--- config.mk ---
export PLATFORM = sky130hd
export DESIGN_NAME = seq_pulse_gen
export DESIGN_NICKNAME = d
export VERILOG_FILES = /design/src/rtl/seq_pulse_pkg.sv /design/src/rtl/pulse_timer.sv /design/src/rtl/seq_pulse_gen_chk.sv /design/src/rtl/seq_pulse_gen.sv
export SDC_FILE = /design/constraint.sdc
export NUM_CORES = 1
export LEC_CHECK = 0
export CELL_PAD_IN_SITES_DETAIL_PLACEMENT = 2
export CELL_PAD_IN_SITES_GLOBAL_PLACEMENT = 2
export CORE_ASPECT_RATIO = 0.6
export CORE_UTILIZATION = 37
export CTS_BUF_LIST = sky130_fd_sc_hd__clkbuf_4
export DETAILED_ROUTE_END_ITERATION = 10
export PLACE_DENSITY_LB_ADDON = 0.08
export SLEW_MARGIN = 20
export SYNTH_ARGS = -nofsm -noshare
export SYNTH_HDL_FRONTEND = slang
export SYNTH_SLANG_ARGS = --single-unit
--- constraint.sdc ---
create_clock -name cp -period 4.4 [get_ports cp]
set_input_delay 1.1 -clock cp [delete_from_list [all_inputs] [get_ports cp]]
set_output_delay 1.1 -clock cp [all_outputs]
set_load 0.1 [all_outputs]
--- src/rtl/seq_pulse_pkg.sv ---
// Shared definitions for the three-step pulse sequencer: FSM states,
// per-step line codes and the sequence table.
package seq_pulse_pkg;

  localparam int CNT_W = 8;
  localparam logic [CNT_W-1:0] CNT_ZERO = 8'd0;
  localparam logic [CNT_W-1:0] CNT_ONE  = 8'd1;

  typedef enum logic [1:0] {
    ST_IDLE  = 2'd0,
    ST_PULSE = 2'd1,
    ST_GAP   = 2'd2,
    ST_FIN   = 2'd3
  } state_t;

  typedef enum logic [1:0] {
    IDLE_STEP = 2'd0,
    X1_STEP   = 2'd1,
    X2_STEP   = 2'd2
  } line_t;

  localparam logic [1:0] LAST_STEP = 2'd2;

  // One row per sel value; step 0 sits in the most significant pair.
  localparam logic [5:0] SEQ_TABLE [4] = '{
    {X1_STEP, X2_STEP, X2_STEP},
    {X1_STEP, X1_STEP, X2_STEP},
    {X2_STEP, X1_STEP, X2_STEP},
    {X1_STEP, X2_STEP, X1_STEP}
  };

  function automatic line_t seq_line(input logic [1:0] sel, input logic [1:0] idx);
    logic [5:0] row;
    line_t      res;
    row = SEQ_TABLE[sel];
    case (idx)
      2'd0:    res = line_t'(row[5:4]);
      2'd1:    res = line_t'(row[3:2]);
      2'd2:    res = line_t'(row[1:0]);
      default: res = IDLE_STEP;
    endcase
    return res;
  endfunction

endpackage

--- src/rtl/pulse_timer.sv ---
// 8-bit loadable down counter that saturates at zero; o_tc flags the
// last cycle of the currently timed interval.
module pulse_timer
  import seq_pulse_pkg::*;
(
  input  logic             cp,
  input  logic             rst_n,
  input  logic             i_load,
  input  logic [CNT_W-1:0] i_len,
  output logic             o_tc
);

  logic [CNT_W-1:0] r_cnt;

  // Counter register: load has priority, otherwise count down and stop at zero.
  always_ff @(posedge cp or negedge rst_n) begin
    if (!rst_n) begin
      r_cnt <= CNT_ZERO;
    end else if (i_load) begin
      r_cnt <= i_len;
    end else if (r_cnt != CNT_ZERO) begin
      r_cnt <= r_cnt - CNT_ONE;
    end else begin
      r_cnt <= r_cnt;
    end
  end

  assign o_tc = (r_cnt == CNT_ZERO);

endmodule

--- src/rtl/seq_pulse_gen_chk.sv ---
// Protocol properties of the pulse sequencer outputs.
module seq_pulse_gen_chk (
  input logic       cp,
  input logic       rst_n,
  input logic       i_x1,
  input logic       i_x2,
  input logic       i_busy,
  input logic       i_done,
  input logic [1:0] i_step
);

  a_x_exclusive: assert property (@(posedge cp) disable iff (!rst_n)
    !(i_x1 && i_x2));

  a_x_needs_busy: assert property (@(posedge cp) disable iff (!rst_n)
    (i_x1 || i_x2) |-> i_busy);

  a_done_in_busy: assert property (@(posedge cp) disable iff (!rst_n)
    i_done |-> i_busy);

  a_done_single: assert property (@(posedge cp) disable iff (!rst_n)
    i_done |=> !i_done);

  a_idle_step_zero: assert property (@(posedge cp) disable iff (!rst_n)
    !i_busy |-> (i_step == 2'd0));

endmodule

--- src/rtl/seq_pulse_gen.sv ---
// Three-step pulse sequencer: drives PW-cycle pulses on x1/x2 separated by
// GAP idle cycles, following one of four stored sequences.
module seq_pulse_gen
  import seq_pulse_pkg::*;
#(
  parameter int PW  = 4,
  parameter int GAP = 4
) (
  input  logic       cp,
  input  logic       rst_n,
  input  logic       start,
  input  logic       abort,
  input  logic [1:0] sel,
  output logic       x1,
  output logic       x2,
  output logic       busy,
  output logic       done,
  output logic [1:0] step,
  output logic       expect_z
);

  // The timer is loaded with length-1 so its terminal count marks the final cycle.
  localparam logic [CNT_W-1:0] PW_LOAD  = CNT_W'(PW - 1);
  localparam logic [CNT_W-1:0] GAP_LOAD = CNT_W'(GAP - 1);

  state_t           r_state;
  logic [1:0]       r_step;
  logic [1:0]       r_sel;
  logic             r_x1;
  logic             r_x2;
  logic             r_busy;
  logic             r_done;
  logic             r_expect_z;

  state_t           w_state_nx;
  logic [1:0]       w_step_nx;
  logic [1:0]       w_sel_nx;
  logic             w_done_nx;
  logic             w_expz_nx;
  logic             w_x1_nx;
  logic             w_x2_nx;
  logic             w_busy_nx;
  line_t            w_line_nx;
  logic             w_load;
  logic [CNT_W-1:0] w_len;
  logic             w_tc;

  pulse_timer u_timer (
    .cp     (cp),
    .rst_n  (rst_n),
    .i_load (w_load),
    .i_len  (w_len),
    .o_tc   (w_tc)
  );

  // Next-state, timer control and next-output decode.
  always_comb begin
    w_state_nx = r_state;
    w_step_nx  = r_step;
    w_sel_nx   = r_sel;
    w_done_nx  = 1'b0;
    w_expz_nx  = r_expect_z;
    w_load     = 1'b0;
    w_len      = CNT_ZERO;

    if ((r_state != ST_IDLE) && abort) begin
      w_state_nx = ST_IDLE;
      w_step_nx  = 2'd0;
      w_expz_nx  = 1'b0;
      w_load     = 1'b1;
    end else begin
      case (r_state)
        ST_IDLE: begin
          w_load = 1'b1;
          if (start && !abort) begin
            w_state_nx = ST_PULSE;
            w_step_nx  = 2'd0;
            w_sel_nx   = sel;
            w_len      = PW_LOAD;
            w_expz_nx  = 1'b0;
          end else begin
            w_len = CNT_ZERO;
          end
        end
        ST_PULSE: begin
          if (w_tc) begin
            w_state_nx = ST_GAP;
            w_load     = 1'b1;
            w_len      = GAP_LOAD;
          end else begin
            w_load = 1'b0;
          end
        end
        ST_GAP: begin
          if (w_tc && (r_step < LAST_STEP)) begin
            w_state_nx = ST_PULSE;
            w_step_nx  = r_step + 2'd1;
            w_load     = 1'b1;
            w_len      = PW_LOAD;
          end else if (w_tc) begin
            w_state_nx = ST_FIN;
            w_load     = 1'b1;
            w_done_nx  = 1'b1;
            w_expz_nx  = (r_sel == 2'd0);
          end else begin
            w_load = 1'b0;
          end
        end
        ST_FIN: begin
          w_state_nx = ST_IDLE;
          w_step_nx  = 2'd0;
          w_load     = 1'b1;
        end
        default: begin
          w_state_nx = ST_IDLE;
          w_step_nx  = 2'd0;
          w_expz_nx  = 1'b0;
          w_load     = 1'b1;
        end
      endcase
    end

    w_line_nx = seq_line(w_sel_nx, w_step_nx);
    w_x1_nx   = (w_state_nx == ST_PULSE) && (w_line_nx == X1_STEP);
    w_x2_nx   = (w_state_nx == ST_PULSE) && (w_line_nx == X2_STEP);
    w_busy_nx = (w_state_nx != ST_IDLE);
  end

  // State and output registers; outputs follow the state they belong to.
  always_ff @(posedge cp or negedge rst_n) begin
    if (!rst_n) begin
      r_state    <= ST_IDLE;
      r_step     <= 2'd0;
      r_sel      <= 2'd0;
      r_x1       <= 1'b0;
      r_x2       <= 1'b0;
      r_busy     <= 1'b0;
      r_done     <= 1'b0;
      r_expect_z <= 1'b0;
    end else begin
      r_state    <= w_state_nx;
      r_step     <= w_step_nx;
      r_sel      <= w_sel_nx;
      r_x1       <= w_x1_nx;
      r_x2       <= w_x2_nx;
      r_busy     <= w_busy_nx;
      r_done     <= w_done_nx;
      r_expect_z <= w_expz_nx;
    end
  end

  assign x1       = r_x1;
  assign x2       = r_x2;
  assign busy     = r_busy;
  assign done     = r_done;
  assign step     = r_step;
  assign expect_z = r_expect_z;

  seq_pulse_gen_chk u_chk (
    .cp     (cp),
    .rst_n  (rst_n),
    .i_x1   (r_x1),
    .i_x2   (r_x2),
    .i_busy (r_busy),
    .i_done (r_done),
    .i_step (r_step)
  );

endmodule
## After elaboration in Yosys (flattened, before gate mapping)

Cells that the tools add are included.

- Word-level logic and storage cells: 78
- Output and inout bits: 7
- Input bits: 6
- Flip-flop bits (word level): 19

- Bitwise gates (word level): 1
- Multiplexer cells: 36
- $lt $le $gt $ge: 2
- $add $sub $neg: 2
- Eq/ne operators: 11
- Reduce and logical (&&, ||, !) cells: 17

Operator list:

| kind | count |
|---|---|
| 2-bit two-way mux | 15 |
| 2-bit case mux with 3 select lines | 3 |
| 8-bit two-way mux | 2 |
| 6-bit binary-select mux with 2-bit select | 1 |
| 6-bit two-way mux | 2 |
| 1-bit two-way mux | 10 |
| 3-bit != test, second input constant | 3 |
| 2-bit by 1-bit equality test with 1-bit output, second input constant | 4 |
| 2-bit equality test, second input constant | 4 |
| 8-bit zero test | 1 |
| 2-bit case mux with 4 select lines | 1 |
| 8-bit nonzero test | 1 |
| 8-bit by 1-bit subtractor with 8-bit output, second input constant | 1 |
| 2-bit zero test | 3 |
| 2-bit nonzero test | 3 |
| 1-bit logical AND | 5 |
| 4-bit AND reduction | 1 |
| 3-bit >= comparator, second input constant | 1 |
| 2-bit inverter with 3-bit output | 1 |
| 1-bit case mux with 3 select lines | 1 |
| 3-bit nonzero test | 1 |
| 2-bit by 1-bit adder with 2-bit output, second input constant | 1 |
| 2-bit < comparator, second input constant | 1 |
| 1-bit case mux with 2 select lines | 1 |
| other kinds (2) | 2 |

## Longest topological paths before layout

Gate-level depths: netlist (run 1).

- Depth in word-level cells: 12
- Mapped depth: 11
- Mapped depth without buffers: 10

## Hierarchy

A second synthesis (run 1) with hierarchy kept.

- Cells, all modules: 136
- Area, all modules: 1228.7 sq um

Modules (own cells, without submodules):

| module | area an instance (sq um) | instances | seq. area each (sq um) | cells an instance |
|---|---|---|---|---|
| seq_pulse_gen | 752.0 | 1 | 275.3 | 82 |
| pulse_timer | 476.7 | 1 | 200.2 | 54 |

## Worst setup path after synthesis (run 1)

OpenSTA, ideal clock, no wires.

- Path type: input port to flip-flop
- Start: input port abort
- End: register r_x1, in the netlist x1
- Setup time: 87 ps
- Slack: 1518 ps
- Buffers on the path: 1
- Stages on the path: 6
- Data required time: 4313 ps
- Arrival time: 2796 ps
- Cells stage by stage: buf_2 > nand3b_1 > mux2_2 > ha_1 > or4b_1 > a211oi_2

- Longest elaborated chain between the ends: 12
- Elaborated cells on any way between the ends: 23
- Those cells by class: eq/ne (4); mux (13); bitwise (1); reduce/logical (5)

RTL lines:

| element | RTL line | text |
|---|---|---|
| start: declaration | seq_pulse_gen.sv:12 | `input logic abort,` |
| 1-bit zero test | seq_pulse_gen.sv:75 | `if (start && !abort) begin` |
| 1-bit logical AND | seq_pulse_gen.sv:75 |  |
| 2-bit two-way mux | seq_pulse_gen.sv:75 |  |
| 2-bit two-way mux | seq_pulse_gen.sv:72 | `case (r_state)` |
| 2-bit two-way mux (*) | seq_pulse_gen.sv:66 | `if ((r_state != ST_IDLE) && abort) begin` |
| net w_sel_nx[1] | seq_pulse_gen.sv:37 | `logic [1:0] w_sel_nx;` |
| 2-bit inverter with 3-bit output (not written as such) (*) | seq_pulse_pkg.sv:35 | `row = SEQ_TABLE[sel];` |
| 6-bit binary-select mux with 2-bit select (*) | seq_pulse_pkg.sv:35 |  |
| 6-bit two-way mux (not written as such) (*) (2 in series) | seq_pulse_pkg.sv:35 |  |
| 2-bit case mux with 3 select lines (*) | seq_pulse_pkg.sv:36 | `case (idx)` |
| 2-bit by 1-bit equality test with 1-bit output (*) | seq_pulse_gen.sv:124 | `w_x1_nx = (w_state_nx == ST_PULSE) && (w_line_nx == X1_STEP);` |
| 1-bit logical AND (*) | seq_pulse_gen.sv:124 |  |
| net w_x1_nx | seq_pulse_gen.sv:40 | `logic w_x1_nx;` |
| end signal: assignment | seq_pulse_gen.sv:144 | `r_x1 <= w_x1_nx;` |
| end: declaration | seq_pulse_gen.sv:29 | `logic r_x1;` |

Mark *: on every way through the listed nets, which the timed path passes. The rest lies on a longest branch. The select of a mux whose other input is x is not followed.
A chain may end at the register's enable or synchronous reset.

## Worst setup path after layout (run 1)

Same ends and word-level chain as after synthesis.

==> results of run 1 <==
## sequential cells by signal, summed over array words and instances, names as in the netlist
signal and count:
r_state 2, expect_z 1, x1 1, busy 1, done 1, u_timer.r_cnt 8, step 2, r_sel 2
x2 1
## cell families after synthesis
logic type      Yosys count  synth area share
simple gates             46            0.2207
xor+xnor                  5           0.03627
compound gates           28            0.1741
mux                       4           0.03627
flops                    19            0.3938
fa+ha+maj                 9           0.09327
buf+inv                  14           0.04560
## layout make-up
cell class | count | area (um^2)
fillers | 323 | 1594
multi-input cells | 92 | 676.9
flip-flops and latches | 19 | 475.5
repair buffers | 12 | 120.1
well taps | 42 | 52.55
inverters | 10 | 37.54
clock buffers | 3 | 22.52
clock inverters | 1 | 5.005
## final timing paths
| kind | to | slack, ns | depth (start not counted) |
|---|---|---|---|
| worst max register to register | x1 | 1.67 | 7 |
| worst max-delay path | x1 | 1.17 | 6 |
| worst min register to register | expect_z | 0.53 | 1 |
| min in group asynchronous | u_timer.r_cnt[0] | 1.28 | 1 |
| worst min-delay path | expect_z | 0.53 | 1 |
| max in group asynchronous | r_sel[1] | 2.57 | 1 |
## cells in the mapped netlist, types with 2 or more instances
cell type	n
sky130_fd_sc_hd__dfrtp_1	19
sky130_fd_sc_hd__nor2_1	13
sky130_fd_sc_hd__inv_1	10
sky130_fd_sc_hd__ha_1	9
sky130_fd_sc_hd__a21oi_1	8
sky130_fd_sc_hd__nand2_1	6
sky130_fd_sc_hd__nand3b_1	4
sky130_fd_sc_hd__xor2_1	4
sky130_fd_sc_hd__and3_1	3
sky130_fd_sc_hd__mux2_2	3
sky130_fd_sc_hd__nand3_1	3
sky130_fd_sc_hd__o21ai_0	3
sky130_fd_sc_hd__buf_2	2
sky130_fd_sc_hd__clkbuf_1	2
sky130_fd_sc_hd__nand2b_1	2
sky130_fd_sc_hd__nor2b_1	2
sky130_fd_sc_hd__nor3b_1	2
sky130_fd_sc_hd__nor4_1	2
## routing by layer
layer,GRT usage,vias to the layer above,part of all wire
met5,0,-,0
met4,0.05556,0,0.011
met3,0.05470,6,0.028
met2,0.3770,15,0.44
met1,0.3298,506,0.52
li1,-,478,-
## worst max-delay path, stage by stage
cell	delay, ns
sky130_fd_sc_hd__clkdlybuf4s50_1	0.66
sky130_fd_sc_hd__nand3b_1	0.24
sky130_fd_sc_hd__mux2_2	0.40
sky130_fd_sc_hd__ha_1	0.29
sky130_fd_sc_hd__or4b_1	0.53
sky130_fd_sc_hd__a211oi_2	0.23
## stage by stage
stage | utilization | cells | worst slack, ns
floorplan | - | 125 | 1.518
CTS | 0.4658 | 179 | 1.159
global placement | 0.4566 | 175 | 0.9159
global route | 0.4658 | 179 | 1.060
detailed placement | 0.4566 | 175 | 0.8098
finish | 0.4658 | 179 | 1.171
## power breakdown
part           internal [mW]  switching, mW  total (mW)
Clock                 0.0341         0.0606      0.0947
Combinational          0.211          0.411       0.622
Sequential             0.226         0.0417       0.268
Total                  0.471          0.514       0.985
==> flow_metrics.py, run 1 <==
metrics = {
    "global_route": {
        "globalRouteTotalUtil": 0.2378,
        "overflow": 0,
        "grt_antenna_before_repair": 0,
        "grt_pass1_wl_mm": 5.754,
        "pin_count_of_the_biggest_net_entering_global_routing": 20,
        "first_global_vias": 1064,
    },
    "detailed_routing": {
        "detailroute.via_count": 1005,
        "first_iter_violations": 20,
        "ant_nets": 0,
        "detail_route.vias_per_cell": 5.615,
        "drt_wl_cell_um": 19.78,
        "post-route-drc-count": 0,
        "wirelength_mm": 3.540,
        "detail_route.first_pass.iterations": 4,
    },
    "logic_synthesis": {
        "yosysWarningCount": 0,
        "avgSynthCellArea_um2": 9.659,
        "synth_nets": 140,
        "synthesized_netlist_cell_count": 125,
        "synth_cell_type_count": 46,
        "syn_area_um2": 1207,
        "synth-edff-count": 0,
        "fraction_of_the_yosys_area_taken_by_sequential_cells": 0.3938,
        "synth_top_cell_area_share": 0.3938,
        "yosysTopAreaCell": "sky130_fd_sc_hd__dfrtp_1",
        "ys_top_cells_by_area": "sky130_fd_sc_hd__dfrtp_1 (39%), sky130_fd_sc_hd__ha_1 (9.3%), sky130_fd_sc_hd__nor2_1 (4.0%)",
        "postSynthRegisterBits": 19,
        "postSynth.asyncResetShare": 1.000,
        "yosys_most_used_dff": "sky130_fd_sc_hd__dfrtp_1",
    },
    "finish": {
        "layout.cells.most_common": "sky130_fd_sc_hd__dfrtp_1",
        "final_cell_mix": "sky130_fd_sc_hd__dfrtp_1 (19), sky130_fd_sc_hd__nor2_1 (13), sky130_fd_sc_hd__clkdlybuf4s50_1 (12), sky130_fd_sc_hd__inv_1 (10), sky130_fd_sc_hd__ha_1 (9)",
        "drive_gt1_frac": 0.08029,
        "flow.area_growth_from_synthesis_pct": 15.13,
        "design.final.nets": 153,
        "antenna_cells_inserted": 0,
        "fin_area_um2": 1390,
    },
    "setup_path": {
        "worst-endpoint-required_ns": 4.63,
        "crit_arrival_ns": 3.46,
        "cp-start-kind": "input pin",
        "critical_path.startpoint": "abort",
        "criticalPathCategory": "input pin to flop",
        "critPathCaptureType": "flop",
        "regToRegStartpoint": "r_state[0]",
        "critical_path_peak_fanout": 10,
    },
    "run_status": {
        "run_status": "completed",
    },
    "placement": {
        "place_hpwl_mm": 2.720,
        "placement.cell_area_um2": 1363,
        "place.gp.congestion": 0.7808,
        "buffer_ports.inserted": 12,
    },
    "clock_tree": {
        "cts.path.max_buffers": 2,
        "cts_resized": 0,
        "cts_root_buffer": "sky130_fd_sc_hd__clkbuf_4",
        "tritoncts": "done",
        "insertion_delay_ns": 0.31,
        "cts.reportedPaths.clkPinSlew_ns": 0.11,
        "cts.sinks": 19,
        "cts_hold_buffers": 0,
        "cts_setup_buffers": 0,
        "cts-buffers-inserted": 3,
        "cts-htree-levels": 1,
    },
    "timing": {
        "relSlewSlack": 0.3315,
        "achievable-frequency_mhz": 309.7,
        "clock_skew_ns": 0.005104,
        "unrepaired_setup_endpoints_after_global_routing": "no",
        "setup_total_negative_slack_ns": 0,
        "hold_violations": 0,
        "final_critical_delay_including_setup_and_external_delays_ns": 3.229,
        "finalCritPeriodShare": 0.7339,
        "hold_slack_ns": 0.5299,
        "tightest_slew_ns": 0.9996,
        "drv_slew": 0,
        "setup_viol": 0,
    },
    "run": {
        "max-cap-violations": 0,
    },
    "pwr": {
        "leakage_nw": 0.6208,
        "worst_ir_drop_vdd_mv": 0.3068,
        "power_density_nw_per_um2": 708.6,
        "finalPower_uw": 985.0,
    },
    "floorplanning": {
        "die_height_um": 46.25,
        "floorplan.io_pins": 13,
        "fp.coreArea_um2": 2984,
        "fp.dieArea_um2": 3503,
        "rows": 15,
        "initial_core_util": 0.4046,
        "die_w_um": 75.75,
    },
    "hold_path": {
        "holdCritStartpoint": "expect_z",
        "hp-class": "flop to flop",
    },
}
(Power assumes the default switching activity.)
==> run 2, diff against run 1 <==
==> constraint.sdc (replaced) <==
create_clock -name cp -period 3.09 [get_ports cp]
set_input_delay 0.7725 -clock cp [delete_from_list [all_inputs] [get_ports cp]]
set_output_delay 0.7725 -clock cp [all_outputs]
set_load 0.1 [all_outputs]
==> run 2 against run 1 <==
Sequential share of layout area grew 0.062 points. Non-clock buffer count rose by 2. Highest routed layer unchanged. Register-to-register slack worse by 1.3 ns. Largest power group unchanged. Via count grew 4.1%. Critical path type unchanged. Routed wire length grew 3.1%. Combinational power grew 47%.
==> flow_metrics.py, run 2 (same netlist as run 1, synthesis figures left out) <==
metrics = {
    "hold_path": {
        "holdCritStartpoint": "expect_z",
        "hp-class": "flop to flop",
    },
    "finish": {
        "largest-register": "u_timer.r_cnt",
        "layout.cells.most_common": "sky130_fd_sc_hd__dfrtp_1",
        "final_cell_mix": "sky130_fd_sc_hd__dfrtp_1 (19), sky130_fd_sc_hd__nor2_1 (13), sky130_fd_sc_hd__inv_1 (10), sky130_fd_sc_hd__ha_1 (9), sky130_fd_sc_hd__buf_4 (9)",
        "largest_reg_flops": 8,
        "flow.area_growth_from_synthesis_pct": 14.92,
        "drive_gt1_frac": 0.1439,
        "finalCoreUtilization": 0.4650,
        "design.final.nets": 155,
        "fin_area_um2": 1388,
        "antenna_cells_inserted": 0,
    },
    "setup_path": {
        "critical_path_peak_fanout": 4,
        "crit_arrival_ns": 3.06,
        "critPathMaxStageDelay_ns": 0.57,
        "critical_path.startpoint": "abort",
        "r2r_end": "x1",
        "worst_r2r_path_depth": 7,
        "cell_count_along_the_critical_path": 6,
        "rrSetupSlack_ns": 0.40,
        "critPathCaptureType": "flop",
        "cp_cell_sequence": "clkdlybuf4s50_1 -> nand3b_1 -> mux2_2 -> ha_1 -> or4b_1 -> a211oi_2",
        "critical-path-slowest-cell": "sky130_fd_sc_hd__or4b_1",
        "criticalPathCategory": "input pin to flop",
        "regToRegStartpoint": "u_timer.r_cnt[0]",
        "crit_family": "simple AND/OR/NAND/NOR gates",
        "critPathBufInv": 1,
        "worstSetupEndpoint": "x1",
        "worst-endpoint-required_ns": 3.31,
        "cp-start-kind": "input pin",
    },
    "pwr": {
        "power_density_nw_per_um2": 1030,
        "p_int_uw": 677.3,
        "switching_power_uw": 752.0,
        "leakage_nw": 0.6433,
        "sequentialPowerShare": 0.267,
        "clock_power_share": 0.093,
        "comb_power_share": 0.640,
        "power.switching_fraction": 0.5261,
        "worst_ir_drop_vdd_mv": 0.3749,
    },
    "placement": {
        "buffer_ports.inserted": 12,
        "place_hpwl_mm": 2.688,
        "pre_cts_ws_ns": 0.01696,
        "place.gp.congestion": 0.7871,
        "placement.cell_area_um2": 1360,
    },
    "detailed_routing": {
        "ant_nets": 0,
        "first_iter_violations": 40,
        "post-route-drc-count": 0,
        "drt_wl_cell_um": 20.17,
        "detail_route.vias_per_cell": 5.779,
        "detailroute.via_count": 1046,
        "wirelength_mm": 3.651,
        "detail_route.first_pass.iterations": 4,
    },
    "timing": {
        "final_critical_delay_including_setup_and_external_delays_ns": 2.847,
        "clock_skew_ns": 0.003307,
        "finalCritPeriodShare": 0.9215,
        "drv_slew": 0,
        "setup_total_negative_slack_ns": 0,
        "hold_slack_ns": 0.5482,
        "achievable-frequency_mhz": 351.2,
        "tightest_slew_ns": 0.9087,
        "setup_viol": 0,
        "finalWorstSetupSlack_ns": 0.2425,
        "unrepaired_setup_endpoints_after_global_routing": "no",
        "relSlewSlack": 0.3923,
        "hold_violations": 0,
    },
    "floorplanning": {
        "die_w_um": 75.75,
        "rows": 15,
        "fp.dieArea_um2": 3503,
        "die_height_um": 46.25,
        "initial_core_util": 0.4046,
        "fp.coreArea_um2": 2984,
        "floorplan.io_pins": 13,
    },
    "global_route": {
        "first_global_vias": 1089,
        "grt_pass1_wl_mm": 5.789,
        "grt_antenna_before_repair": 0,
        "pin_count_of_the_biggest_net_entering_global_routing": 20,
        "globalRouteTotalUtil": 0.2390,
        "overflow": 0,
    },
    "clock_tree": {
        "cts.reportedPaths.clkPinSlew_ns": 0.11,
        "cts-buffers-inserted": 3,
        "cts_root_buffer": "sky130_fd_sc_hd__clkbuf_4",
        "cts_setup_buffers": 0,
        "cts.sinks": 19,
        "cts_hold_buffers": 0,
        "cts.path.max_buffers": 2,
        "cts_resized": 0,
        "tritoncts": "done",
        "cts-htree-levels": 1,
        "insertion_delay_ns": 0.31,
    },
    "run": {
        "max-cap-violations": 0,
    },
    "run_status": {
        "run_status": "completed",
    },
}
[run 2: cell count changes in the layout (fill, tap and decap cells not counted)]
cell	before	now
sky130_fd_sc_hd__buf_4	0	9
sky130_fd_sc_hd__clkdlybuf4s50_1	12	5
[run 2: layer usage]
metal / global-route usage / routed length [um]
met1: 0.3285 / 1906
met2: 0.3805 / 1580
met3: 0.05252 / 103
met4: 0.06296 / 61
met5: 0 / 0
[run 2: layout make-up]
cell class | instances | area [um^2]
Multi-Input combinational cell | 92 | 676.9
Clock inverter | 1 | 5.005
Sequential cell | 19 | 475.5
Timing Repair Buffer | 14 | 117.6
Tap cell | 42 | 52.55
Fill cell | 329 | 1597
Clock buffer | 3 | 22.52
Inverter | 10 | 37.54
[run 2: per-stage QoR]
step           std cells  power [mW]
6_report             181       1.429
5_1_grt              181       1.531
4_1_cts              181       1.430
3_5_place_dp         177       1.269
3_3_place_gp         177       1.212
2_1_floorplan        125       1.025
[run 2: worst min path at each step]
stage | slack (ns) | cells past startpoint | endpoint
finish | 0.55 | 1 | expect_z
detailed placement | 0.53 | 1 | expect_z
CTS | 0.56 | 1 | expect_z
global route | 0.57 | 1 | expect_z
global placement | 0.49 | 1 | expect_z
floorplan | 0.48 | 0 | busy
[run 2: power by group through the flow]
stage               clock network, mW  logic (mW)  registers [mW]
finish                          0.132       0.915           0.382
global route                    0.148       0.991           0.392
CTS                             0.139       0.908           0.382
detailed placement                  0       0.884           0.385
global placement                    0       0.833           0.379
floorplan                           0       0.545           0.480
==> RTL edit (flow settings as in run 2) <==
`CNT_W`: 8 -> 6.
--- a/src/rtl/seq_pulse_pkg.sv
+++ b/src/rtl/seq_pulse_pkg.sv
@@ -3,5 +3,5 @@
 package seq_pulse_pkg;
 
-  localparam int CNT_W = 8;
+  localparam int CNT_W = 6;
   localparam logic [CNT_W-1:0] CNT_ZERO = 8'd0;
   localparam logic [CNT_W-1:0] CNT_ONE  = 8'd1;
Behaviour: no difference found for any inputs over 10 cycles, from zero or initial values and one cycle with rst_n low; that may be too few to reach the edited logic, so the function may still have changed.
==> RTL edit against run 2 <==
- power down 12%
- synthesized area down 8.9%
- cell area down 8.0%
- worst setup slack better by 0.16 ns
- die area down 8.6%
- sequential cell count down 2
- routed wire length down 15%
- critical endpoint unchanged
- sequential share of layout area down 0.93 points
==> RTL edit: results (changes against run 2) <==
- The most critical setup path has its startpoint at r_state[0]$_DFF_PN0_.
- The unique cell type count in the Yosys netlist is 39 (-15%).
- The slew at the pin with the worst max-slew slack is 0.788 ns (-0.121 ns).
- The maximum root-to-sink buffer count is 2 (unchanged).
- The post-synthesis net count came to 125 (-11%).
- The cell area after placement is 1250 um2 (-8.2%).
- The detail-routed via count per cell is 5.46 (-5.5%).
- The critical path capture point is x1$_DFF_PN0_.
- The global-route wire length before repair was 5.22 mm (-9.9%).
- The largest clock skew in the final design is 0.00756 ns (+0.00425 ns).
- The family of cells with the greatest summed delay on the critical path is compound AO/OA/AOI/OAI gates.
- The placed instance count is 161 (-9.0%).
- The post-detailed-route wirelength per cell is 18.9 um (-6.4%).
- The flip-flop count of the largest register, all copies and words added was 6 (-2).
- The detailed placer's ending HPWL is 2.45 mm (-9.0%).
- The violation count after the first detailed-route iteration is 39 (-2.5%).
- The clock-pin slew on the worst setup and hold paths is 0.11 ns (about the same).
- The leakage dissipation is 0.586 nW (-8.9%).
- The total detailed-routing wirelength is 3.12 mm (-15%).
- The worst slack after detailed placement is 0.157 ns (+0.140 ns).
- The final weighted congestion of routability-driven global placement is 0.850 (+8.0%).
- The clock latency on the worst-skew pair is 0.30 ns.
- The number of buffers created by CTS is 3 (unchanged).
- The arrival time of the worst setup path is 2.93 ns (-0.13 ns).
- Ranked by instance count, the synthesized netlist is headed by dfrtp_1 (17), inv_1 (10), nand2_1 (10).
- The number of nets in the layout is 141 (-9.0%).
- The H-tree level count was 1 (unchanged).
- The largest fanout of any net on the critical path is 9 (+5).
- The relative contribution of sequential cells to total power is 27.8% (+1.1 points).
- The number of warning messages in the yosys log is 0 (unchanged).
- The sequential element share of the synthesized area came to 38.7% (-0.70 points).
- The number of antenna violations at the first check in global routing is 0 (unchanged).
- The total global-route track usage is 23.1% (-0.80 points).
- The total of buffers placed on input and output ports was 12 (unchanged).
- The sum of internal, switching and leakage power was 0.00126 W (-12%).
- The via count of the first global-routing pass is 977 (-10%).
- The ratio of cells with drive above 1 in the final layout is 18.4% (+4.0 points).
- The switching fraction of total power came to 51.1% (-1.6 points).
- The worst-path cell with the longest stage delay is a2111oi_0.
- The peak supply drop is 510 uV (+36%).
- The worst-case register-to-register setup slack is 0.40 ns (about the same).
- The run finished with clean final reports.
- By area the synthesized netlist is led by dfrtp_1 (39%), ha_1 (10%), mux2i_1 (3.6%).
- The number of instances in the synthesized netlist is 110 (-12%).
- The pin count of the biggest net entering global routing is 18 (-10%).
- The tree is rooted in a clkbuf_4.
- The combinational logic power was 0.000788 W (-14%).
-- RTL edit: kinds of logic (layout without fill, tap and decap cells) --
| kind of cell | Yosys count | count (layout) | synth area share [%] |
|---|---|---|---|
| AOI/OAI and AO/OA | 21 | 21 | 15.9 |
| xor gates and xnor gates | 3 | 3 | 2.39 |
| and+or+nand+nor | 41 | 41 | 21.6 |
| buffers and inverters | 12 | 27 | 4.44 |
| adders and majority gates | 9 | 9 | 10.2 |
| DFF | 17 | 17 | 38.7 |
| muxes | 7 | 7 | 6.71 |
-- RTL edit: cell type report --
class                   count  area (um2)
fillers                   291        1390
multi-input cells          81         626
flip-flops and latches     17         425
repair buffers             13         110
well taps                  40        50.0
inverters                  10        37.5
clock buffers               3        22.5
clock inverters             1        5.00
-- RTL edit: worst min path at each step --
stage / to / cells after the start / slack (ns) / startpoint
floorplan: busy$_DFF_PN0_ / 0 / 0.48 / rst_n
global placement: expect_z$_DFFE_PN0P_ / 1 / 0.49 / expect_z$_DFFE_PN0P_
detailed placement: u_timer.r_cnt[3]$_DFFE_PN0P_ / 2 / 0.57 / u_timer.r_cnt[3]$_DFFE_PN0P_
CTS: r_sel[1]$_DFF_PN0_ / 1 / 0.59 / r_sel[1]$_DFF_PN0_
global route: r_sel[1]$_DFF_PN0_ / 1 / 0.62 / r_sel[1]$_DFF_PN0_
finish: r_sel[1]$_DFF_PN0_ / 1 / 0.60 / r_sel[1]$_DFF_PN0_
-- RTL edit: layer usage --
layer	part of all wire [%]	track usage (%)	vias up
met5	0	0	-
met4	1.6	8.24	0
met3	3.8	5.69	4
met2	41	32.1	16
met1	54	34.5	462
li1	-	-	419
